<file path="config.mk">
export PLATFORM = sky130hd
export DESIGN_NAME = dlatch_8bit_flat
export DESIGN_NICKNAME = d
export VERILOG_FILES = /design/src/rtl/dlatch_8bit_if.sv /design/src/rtl/dlatch_8bit.sv /design/src/flat_wrapper.sv
export SDC_FILE = /design/constraint.sdc
export NUM_CORES = 1
export LEC_CHECK = 0
export ABC_AREA = 1
export CORE_MARGIN = 2
export CORE_UTILIZATION = 25
export DETAILED_ROUTE_END_ITERATION = 16
export SYNTH_ARGS = -nofsm -noshare
export SYNTH_HDL_FRONTEND = slang
export SYNTH_SLANG_ARGS = --single-unit
</file>
<file path="constraint.sdc">
create_clock -name clk -period 0.8 [get_ports clk]
set_clock_uncertainty 0.1 [all_clocks]
set_input_delay 0.08 -clock clk [delete_from_list [all_inputs] [get_ports clk]]
set_output_delay 0.08 -clock clk [all_outputs]
set_load 0.01 [all_outputs]
</file>
<file path="src/rtl/dlatch_8bit_if.sv">
// rtl/dlatch_8bit_if.sv - data/enable in, held data/loaded flag out for dlatch_8bit
interface dlatch_8bit_if #(
  parameter int WIDTH = 8
) ();
  logic [WIDTH-1:0] d;
  logic             en;
  logic [WIDTH-1:0] out;
  logic             loaded;

  modport master (
    output d,
    output en,
    input  out,
    input  loaded
  );

  modport slave (
    input  d,
    input  en,
    output out,
    output loaded
  );
endinterface

</file>
<file path="src/rtl/dlatch_8bit.sv">
// rtl/dlatch_8bit.sv - enable-controlled hold register with async active-low clear
module dlatch_8bit #(
  parameter int               WIDTH       = 8,
  parameter logic [WIDTH-1:0] RESET_VALUE = '0
) (
  input  logic          clk,
  input  logic          reset,
  dlatch_8bit_if.slave  bus
);

  logic [WIDTH-1:0] out_q;
  logic [WIDTH-1:0] out_d;
  logic             loaded_q;
  logic             loaded_d;

  always_comb begin
    out_d    = out_q;
    loaded_d = loaded_q;
    if (bus.en) begin
      out_d    = bus.d;
      loaded_d = 1'b1;
    end
  end

  // Reset clears any X on out without waiting for a clock edge.
  always_ff @(posedge clk or negedge reset) begin
    if (!reset) begin
      out_q    <= RESET_VALUE;
      loaded_q <= 1'b0;
    end else begin
      out_q    <= out_d;
      loaded_q <= loaded_d;
    end
  end

  assign bus.out    = out_q;
  assign bus.loaded = loaded_q;

endmodule

</file>
<file path="src/flat_wrapper.sv">
// flat-port wrapper written by rule: the top's interface ports become plain ports
module dlatch_8bit_flat 
#(
  parameter int               WIDTH       = 8,
  parameter logic [WIDTH-1:0] RESET_VALUE = '0
)
  (clk, reset, bus_d, bus_en, bus_out, bus_loaded);
  dlatch_8bit_if #(.WIDTH(WIDTH)) bus_i ();
  input  logic clk;
  input  logic reset;
  input wire logic [$bits(bus_i.d)-1:0] bus_d;
  input wire logic [$bits(bus_i.en)-1:0] bus_en;
  output wire logic [$bits(bus_i.out)-1:0] bus_out;
  output wire logic [$bits(bus_i.loaded)-1:0] bus_loaded;
  assign bus_i.d = bus_d;
  assign bus_i.en = bus_en;
  assign bus_out = bus_i.out;
  assign bus_loaded = bus_i.loaded;
  dlatch_8bit #(.WIDTH(WIDTH), .RESET_VALUE(RESET_VALUE)) u_core (.clk(clk), .reset(reset), .bus(bus_i));
endmodule
</file>
Word level (Yosys, flattened, before mapping)
Index checks and enable logic that the tools add are counted.
{ "totals": {"inputBits": 11, "reg_bits": 9, "output_inout_bits": 9, "wordCells": 2} }

Longest topological paths before layout
{ "depth": {"ltp_word": 0, "depth_mapped": 4, "ltp_nobuf": 3} }

Worst setup path after synthesis
Ideal clock, no wire load.
{ "synth_timing": {"path_type": "register -> register", "from": "register u_core.bus.loaded (netlist name)", "to": "register u_core.loaded_q, in the netlist u_core.bus.loaded", "n_path_buf": 0, "synth_period_minus_slack_ns": 0.812, "required_ns": 0.576, "stages_incl_launch_ff": 2, "path_slack_ns": -0.012, "t_arrival_ns": 0.588, "setup_time_ns": 0.124, "cell_sequence": "dfrtp_1 or2_1"} }
{ "synth_lines": {"columns": ["element", "line_no", "text"], "rows": [
  ["end signal: assignment", "dlatch_8bit.sv:32", "loaded_q <= loaded_d;"],
  ["end: declaration", "dlatch_8bit.sv:13", "logic loaded_q;"]
]} }

Worst setup path after layout
{ "layout_timing": {"from": "register u_core.out_q[7], in the netlist u_core.bus.out[7]", "to": "output bus_out[7]"} }
{ "layout_lines": {"columns": ["element", "line_no", "text"], "rows": [
  ["start: declaration", "dlatch_8bit.sv:11", "logic [WIDTH-1:0] out_q;"],
  ["start signal: assignment", "dlatch_8bit.sv:31", "out_q <= out_d;"],
  ["end: declaration", "flat_wrapper.sv:13", "output wire logic [$bits(bus_i.out)-1:0] bus_out;"]
]} }
No word-level cell between the ends.

==> results.json <==
{
  "outcome": "finished with violations",
  "violations": "negative setup slack",
  "maxSlewHeadroom_pct": 88.28,
  "syn_to_final_growth_pct": 76.21,
  "p_per_area_nw_per_um2": 1787,
  "synth_compound_area_share_pct": 0,
  "grt_pass1_vias": 307,
  "synthCells": 36,
  "final_common_cell": "nand2_1",
  "critPathBufInv": 1,
  "grt_setup_unrepaired": "true",
  "io_buffers": 19,
  "critPathLaunchType": "register",
  "finalSetupViolCount": 11,
  "dpl_worst_slack_ps": -294.9,
  "coreArea_um2": 1285,
  "drtIter0Drc": 3,
  "ys_ff_latch": 9,
  "clk_latency_ps": 250,
  "hold-worst-slack_ps": 4.117,
  "max_freq_mhz": 1050,
  "synth-xor-area-share_pct": 0,
  "start_util_pct": 26.19,
  "maxCapViolCount": 0,
  "r2r-end": "u_core.bus.out[6]",
  "crit_type": "reg -> out",
  "antenna_found_initial": 0,
  "cts_hold_buf": 0,
  "layout_common_cells": "21 x nand2_1, 9 x clkdlybuf4s50_1, 9 x buf_2, 9 x dfrtp_1, 8 x buf_4",
  "clkSlewWorstSetupHoldPaths_ps": 60,
  "stdcell_count": 82,
  "finalCritPeriodShare_pct": 119.1,
  "post-route-util_pct": 46.15,
  "synth_fp_nets": 47,
  "clock-sinks": 9,
  "cts_tree": "built",
  "yosys-mux-area-fraction_pct": 0,
  "root_buffer": "clkbuf_4",
  "max_stage_delay_ps": 380,
  "ir_worst_vdd_uv": 757.1,
  "ctsHtreeMaxLevel": 1,
  "end_kind": "primary output",
  "rr_worst_depth": 4,
  "avgSynthCellArea_um2": 9.349,
  "grt-ovfl-total": 0,
  "n_antenna_cell": 0,
  "dp_hpwl_um": 536.8,
  "tightest_slew_ps": 175.8,
  "seq_area_um2": 225.2,
  "first_pass_iters": 2,
  "wl_um": 723,
  "grt_pass1_wl_um": 1276,
  "ys_seq_area_share_pct": 66.91,
  "mappedNetlistArea_um2": 336.6,
  "drive_above_1_share_pct": 37.31,
  "total_power_uw": 1060,
  "vias": 319,
  "finalHoldViolCount": 0,
  "p_leak_uw": 0.0003185,
  "synth_top_family_by_area": "simple AND/OR/NAND/NOR gates",
  "dp.cells": 77,
  "cp_cell_sequence": "buf_2",
  "postLayoutSetupSlackWorst_ps": -152.5,
  "grt_usage_pct": 12.11,
  "gp_congestion": 0.7254,
  "cp_top_family": "flip-flops",
  "nets": 79,
  "hold_path.class": "in -> async",
  "fill_cells": 146,
  "ff2ff_setup_slack_ps": -110,
  "cp.arrival_ps": 770,
  "cts_buffer_depth": 2,
  "synthSimpleGateAreaFrac_pct": 28.62,
  "ant_nets": 0,
  "slew_violations": 0,
  "synthDistinctLibCells": 5,
  "cts-buffers-inserted": 3,
  "dieArea_um2": 1656,
  "cpMaxStageDelayCell": "dfrtp_1",
  "drc_errors": 0,
  "num_rows": 13,
  "fp.dieW_um": 40.69,
  "critPathRequiredTime_ps": 620,
  "yosys_warnings": 0,
  "viasPerCell": 3.890,
  "fin_crit_ps": 952.5,
  "crit_fanout": 2,
  "wl_per_cell_um": 8.817,
  "grt_start_max_net_pins": 10,
  "multi_input_area_um2": 103.9,
  "yosys.area_share.adder_pct": 0,
  "io_pins": 20,
  "die_y_um": 40.69,
  "worstReg2RegStart": "u_core.bus.out[6]"
}
==> state kept, by name (all words and copies together), names as in the netlist <==
name               cells
u_core.bus.out         8
u_core.bus.loaded      1
==> through the flow <==
step                setup TNS, ps  cell area [µm²]
floorplan                  -12.30            336.6
global placement            -4447            594.3
detailed placement          -4680            594.3
CTS                         -1430            574.3
global route                -2010            593.1
finish                      -1420            593.1
==> how the worst max path moves through the flow <==
stage | from | end | slack [ps] | cells past startpoint
after CTS | u_core.bus.out[4] | bus_out[4] | -170 | 1
after global placement | bus_en | u_core.bus.out[3] | -270 | 4
final | u_core.bus.out[7] | bus_out[7] | -150 | 1
after global routing | u_core.bus.out[4] | bus_out[4] | -200 | 1
after floorplan | u_core.bus.loaded | u_core.bus.loaded | -10 | 1
after detailed placement | bus_en | u_core.bus.out[0] | -290 | 4
==> layout make-up <==
| type | instances | area share (%) |
|---|---|---|
| Clock buffer | 4 | 4.430 |
| Inverter | 1 | 0.6329 |
| Multi-Input combinational cell | 25 | 17.51 |
| Sequential cell | 9 | 37.97 |
| Tap cell | 15 | 3.165 |
| Timing Repair Buffer | 28 | 36.29 |
==> cell usage after synthesis, drive strengths merged <==
cell	instances	area (µm²)
buf	1	11.26
dfrtp	9	225.2
nand2	24	90.09
inv	1	3.750
or2	1	6.260
==> cells by family (layout without fill, tap and decap cells) <==
group	Yosys count	count (layout)
DFF	9	9
and+or+nand+nor	25	25
buffers and inverters	2	33
==> layer usage <==
metal | global-route usage, % | up-vias | share of wire [%]
met3 | 3.804 | 0 | 7.3
met1 | 17.77 | 138 | 48
met4 | 7.500 | 0 | 0
li1 | - | 169 | -
met5 | 0 | - | 0
met2 | 15.08 | 12 | 45
==> repair_timing <==
| action | 4_1_cts | 5_1_grt |
|---|---|---|
| gates resized for setup | 37 | 4 |
| pin swaps | 2 | 2 |
| buffers inserted | 2 | 2 |
| setup endpoints to repair | 17 | 15 |
==> report_power, final <==
part	leakage, µW	switching, µW	total (µW)	internal, µW
registers	0.000106	16.6	508	491
clock network	0.0000150	148	339	192
logic	0.000197	86.5	213	126
(Power assumes the default switching activity.)
==> RTL edit 1 (same flow settings) <==
Make the reset (`reset`) synchronous in one clocked block. Comments in the files are not updated.
--- a/src/rtl/dlatch_8bit.sv
+++ b/src/rtl/dlatch_8bit.sv
@@ -23,7 +23,7 @@
   end
 
   // Reset clears any X on out without waiting for a clock edge.
-  always_ff @(posedge clk or negedge reset) begin
+  always_ff @(posedge clk) begin
     if (!reset) begin
       out_q    <= RESET_VALUE;
       loaded_q <= 1'b0;
Function: differs if reset is asserted again (counterexample within 4 cycles, from zero or initial values and one cycle with reset low); with reset held inactive, the same outputs for 10 cycles.
==> RTL edit 1 against the original RTL <==
The run still ends with negative setup slack left. Sequential share of layout area fell by 8.6 points. Count of clock-buffer cells in the layout did not move. Synthesized area rose by 13%. Sequential cell count did not move. Setup slack improved by 0.085 ns. Routed wire length fell by 6.2%. Power rose by 1.3%. Design area rose by 9.7%. Critical endpoint is now bus_out[0]. Highest routed layer unchanged.
==> RTL edit 1: results (changes against the original RTL) <==
synthTopCellsByArea: "dfxtp_1 47%, nor2_1 16%, nand2_1 15%, inv_1 7.9%, buf_8 3.9%"  # was dfrtp_1 67%, nand2_1 27%, buf_6 3.3%, or2_1 1.9%, inv_2 1.1%
p_leak_uw: 0.000336  # was 0.000319 uW
grt_pass1_wl_microns: 1190  # was 1280 microns
yosysSeqAreaShare_pct: 47.4  # was 66.9%
setup_ws_ns: -0.0671  # was -0.153 ns
p_sw_share_pct: 23.5  # was 23.7%
violations: "negative setup slack"  # unchanged
synthDistinctLibCells: 9  # was 5
r2r_end: "u_core.bus.loaded"  # was u_core.bus.out[6]
wl_met1_microns: 325  # was 344 microns
place.gp.congestion: 0.597  # was 0.725
ir_drop_mv: 1.08  # was 0.757 mV
grtUsageTotal_pct: 8.81  # was 12.1%
fin_nets: 90  # was 79
cts_resized: 56  # was 37
p_comb_uw: 228  # was 213 uW
critical_path.max_stage_delay_ns: 0.32  # was 0.38 ns
synthArstFlopShare_pct: 0  # was 100%
cp_slowest_cell: "dfxtp_2"  # was dfrtp_1
fillerInstances: 169  # was 146
drtIter0Drc: 1  # was 3
grt_pass1_vias: 337  # was 307
reg2regPathDepth: 2  # was 4
syn_nets: 64  # was 47
synthTopCellsByCount: "16 x nor2_1, 15 x nand2_1, 9 x dfxtp_1"  # was 24 x nand2_1, 9 x dfrtp_1, 1 x buf_6, 1 x inv_2, 1 x or2_1
final-setup-viol-count: 9  # was 11
wl_per_cell_microns: 7.21  # was 8.82 microns
wl_met2_microns: 298  # was 326 microns
place_hpwl_microns: 543  # was 537 microns
layout.cells.non_filler: 94  # was 82
status: "complete, but fails checks"  # unchanged
num_vias: 349  # was 319
whs_ns: 0.238  # was 0.00412 ns
p_int_uw: 822  # was 809 uW
routed-wl-met3_microns: 54  # was 53 microns
met2_usage_pct: 12.1  # was 15.1%
==> RTL edit 1: stage by stage <==
step / utilization (%) / setup TNS [ns] / setup WS [ns]
finish: 44.2 / -0.569 / -0.0671
global route: 44.2 / -0.844 / -0.0981
CTS: 43.5 / -0.679 / -0.0787
detailed placement: 40.0 / -4.47 / -0.285
global placement: 40.0 / -4.32 / -0.274
floorplan: - / 0 / 0.107
==> RTL edit 1: layout make-up <==
cell class                 count  share of cell area [%]
sequential                     9                    29.4
multi-input combinational     33                    21.2
inverter                       8                    4.62
timing repair buffer          24                    37.7
clock buffer                   4                    4.04
tap                           16                    3.08
==> RTL edit 1: logic make-up after synthesis <==
| family | Yosys count | synth area share, % |
|---|---|---|
| compound gates | 1 | 1.97 |
| buf+inv | 11 | 18.4 |
| flops | 9 | 47.4 |
| simple gates | 32 | 32.2 |
==> RTL edit 2 (same settings) <==
Without the edit above. `WIDTH` is set to 8 in 3 places; all go to 10.
--- a/src/rtl/dlatch_8bit_if.sv
+++ b/src/rtl/dlatch_8bit_if.sv
@@ -1,6 +1,6 @@
 // rtl/dlatch_8bit_if.sv - data/enable in, held data/loaded flag out for dlatch_8bit
 interface dlatch_8bit_if #(
-  parameter int WIDTH = 8
+  parameter int WIDTH = 10
 ) ();
   logic [WIDTH-1:0] d;
   logic             en;
--- a/src/rtl/dlatch_8bit.sv
+++ b/src/rtl/dlatch_8bit.sv
@@ -1,6 +1,6 @@
 // rtl/dlatch_8bit.sv - enable-controlled hold register with async active-low clear
 module dlatch_8bit #(
-  parameter int               WIDTH       = 8,
+  parameter int               WIDTH       = 10,
   parameter logic [WIDTH-1:0] RESET_VALUE = '0
 ) (
   input  logic          clk,
--- a/src/flat_wrapper.sv
+++ b/src/flat_wrapper.sv
@@ -1,7 +1,7 @@
 // flat-port wrapper written by rule: the top's interface ports become plain ports
 module dlatch_8bit_flat 
 #(
-  parameter int               WIDTH       = 8,
+  parameter int               WIDTH       = 10,
   parameter logic [WIDTH-1:0] RESET_VALUE = '0
 )
   (clk, reset, bus_d, bus_en, bus_out, bus_loaded);
Interface: changed (resized bus_d and bus_out); port bits go from 20 to 24. The function was not compared with the original's and may differ.
==> RTL edit 2 against the original RTL <==
The flow still finishes with violations (negative setup slack). Setup slack worse by 0.019 ns. Critical path depth unchanged. Sequential cell count up 2. Sequential share of layout area down 0.11 points. Routed wire length up 33%. Design area up 23%. Power up 20%. Synthesized area up 22%. Synthesized cell count up 22%. Highest routed layer is now met4.
==> RTL edit 2: results (changes against the original RTL) <==
placed_cell_area_sq_um: 706  # was 594 sq um
status: "complete, but fails checks"  # unchanged
drive_gt1_share_pct: 37.2  # was 37.3%
critPathCapture: "bus_out[4]"  # was bus_out[7]
p_leak_uw: 0.000389  # was 0.000319 uW
syn_nets: 57  # was 47
startpoint: "u_core.bus.out[4]"  # was u_core.bus.out[7]
setup_ws_ns: -0.171  # was -0.153 ns
pre_cts_slack_ns: -0.276  # was -0.295 ns
p_comb_uw: 275  # was 213 uW
fin_setup_tns_ns: -1.87  # was -1.42 ns
place_hpwl_microns: 656  # was 537 microns
powerDensity_mw_per_mm2: 1750  # was 1790 mW/mm^2
avgSynthCellArea_sq_um: 9.30  # was 9.35 sq um
final-setup-viol-count: 14  # was 11
ir_drop_mv: 1.05  # was 0.757 mV
yosysSeqAreaShare_pct: 67.3  # was 66.9%
port_buffers: 23  # was 19
num_vias: 392  # was 319
violations: "negative setup slack"  # unchanged
tightest_slew_ns: 0.194  # was 0.176 ns
largest_register_ffs: 10  # was 8
place.gp.congestion: 0.672  # was 0.725
grt_pass1_vias: 368  # was 307
synthTopCellsByArea: "dfrtp_1 67%, nand2_1 28%, buf_6 2.8%, or2_1 1.5%, inv_2 0.92%"  # was dfrtp_1 67%, nand2_1 27%, buf_6 3.3%, or2_1 1.9%, inv_2 1.1%
[RTL edit 2: cell types whose count changed after synthesis]
cell,delta
dfrtp_1,+2
nand2_1,+6
[RTL edit 2: per-layer routing]
layer	track usage [%]	wire, microns	vias up
li1	-	-	201
met1	11.4	413	175
met2	17.1	455	14
met3	3.27	86	2
met4	9.09	4	0
met5	0	0	-
[RTL edit 2: repair_timing]
item | CTS | global route
hold buffers | 0 | 0
pin swaps | 2 | 3
endpoints found under the setup margin | 15 | 22
buffers inserted | 2 | 2
gates resized for setup | 47 | 9
[RTL edit 2: area by class of cell]
| cell class | count | area (sq um) | share of cell area [%] |
|---|---|---|---|
| multi-input cells | 31 | 134 | 18.4 |
| well taps | 16 | 20.0 | 2.75 |
| flip-flops and latches | 11 | 275 | 37.9 |
| inverters | 1 | 6.26 | 0.861 |
| clock buffers | 4 | 26.3 | 3.61 |
| repair buffers | 31 | 265 | 36.5 |
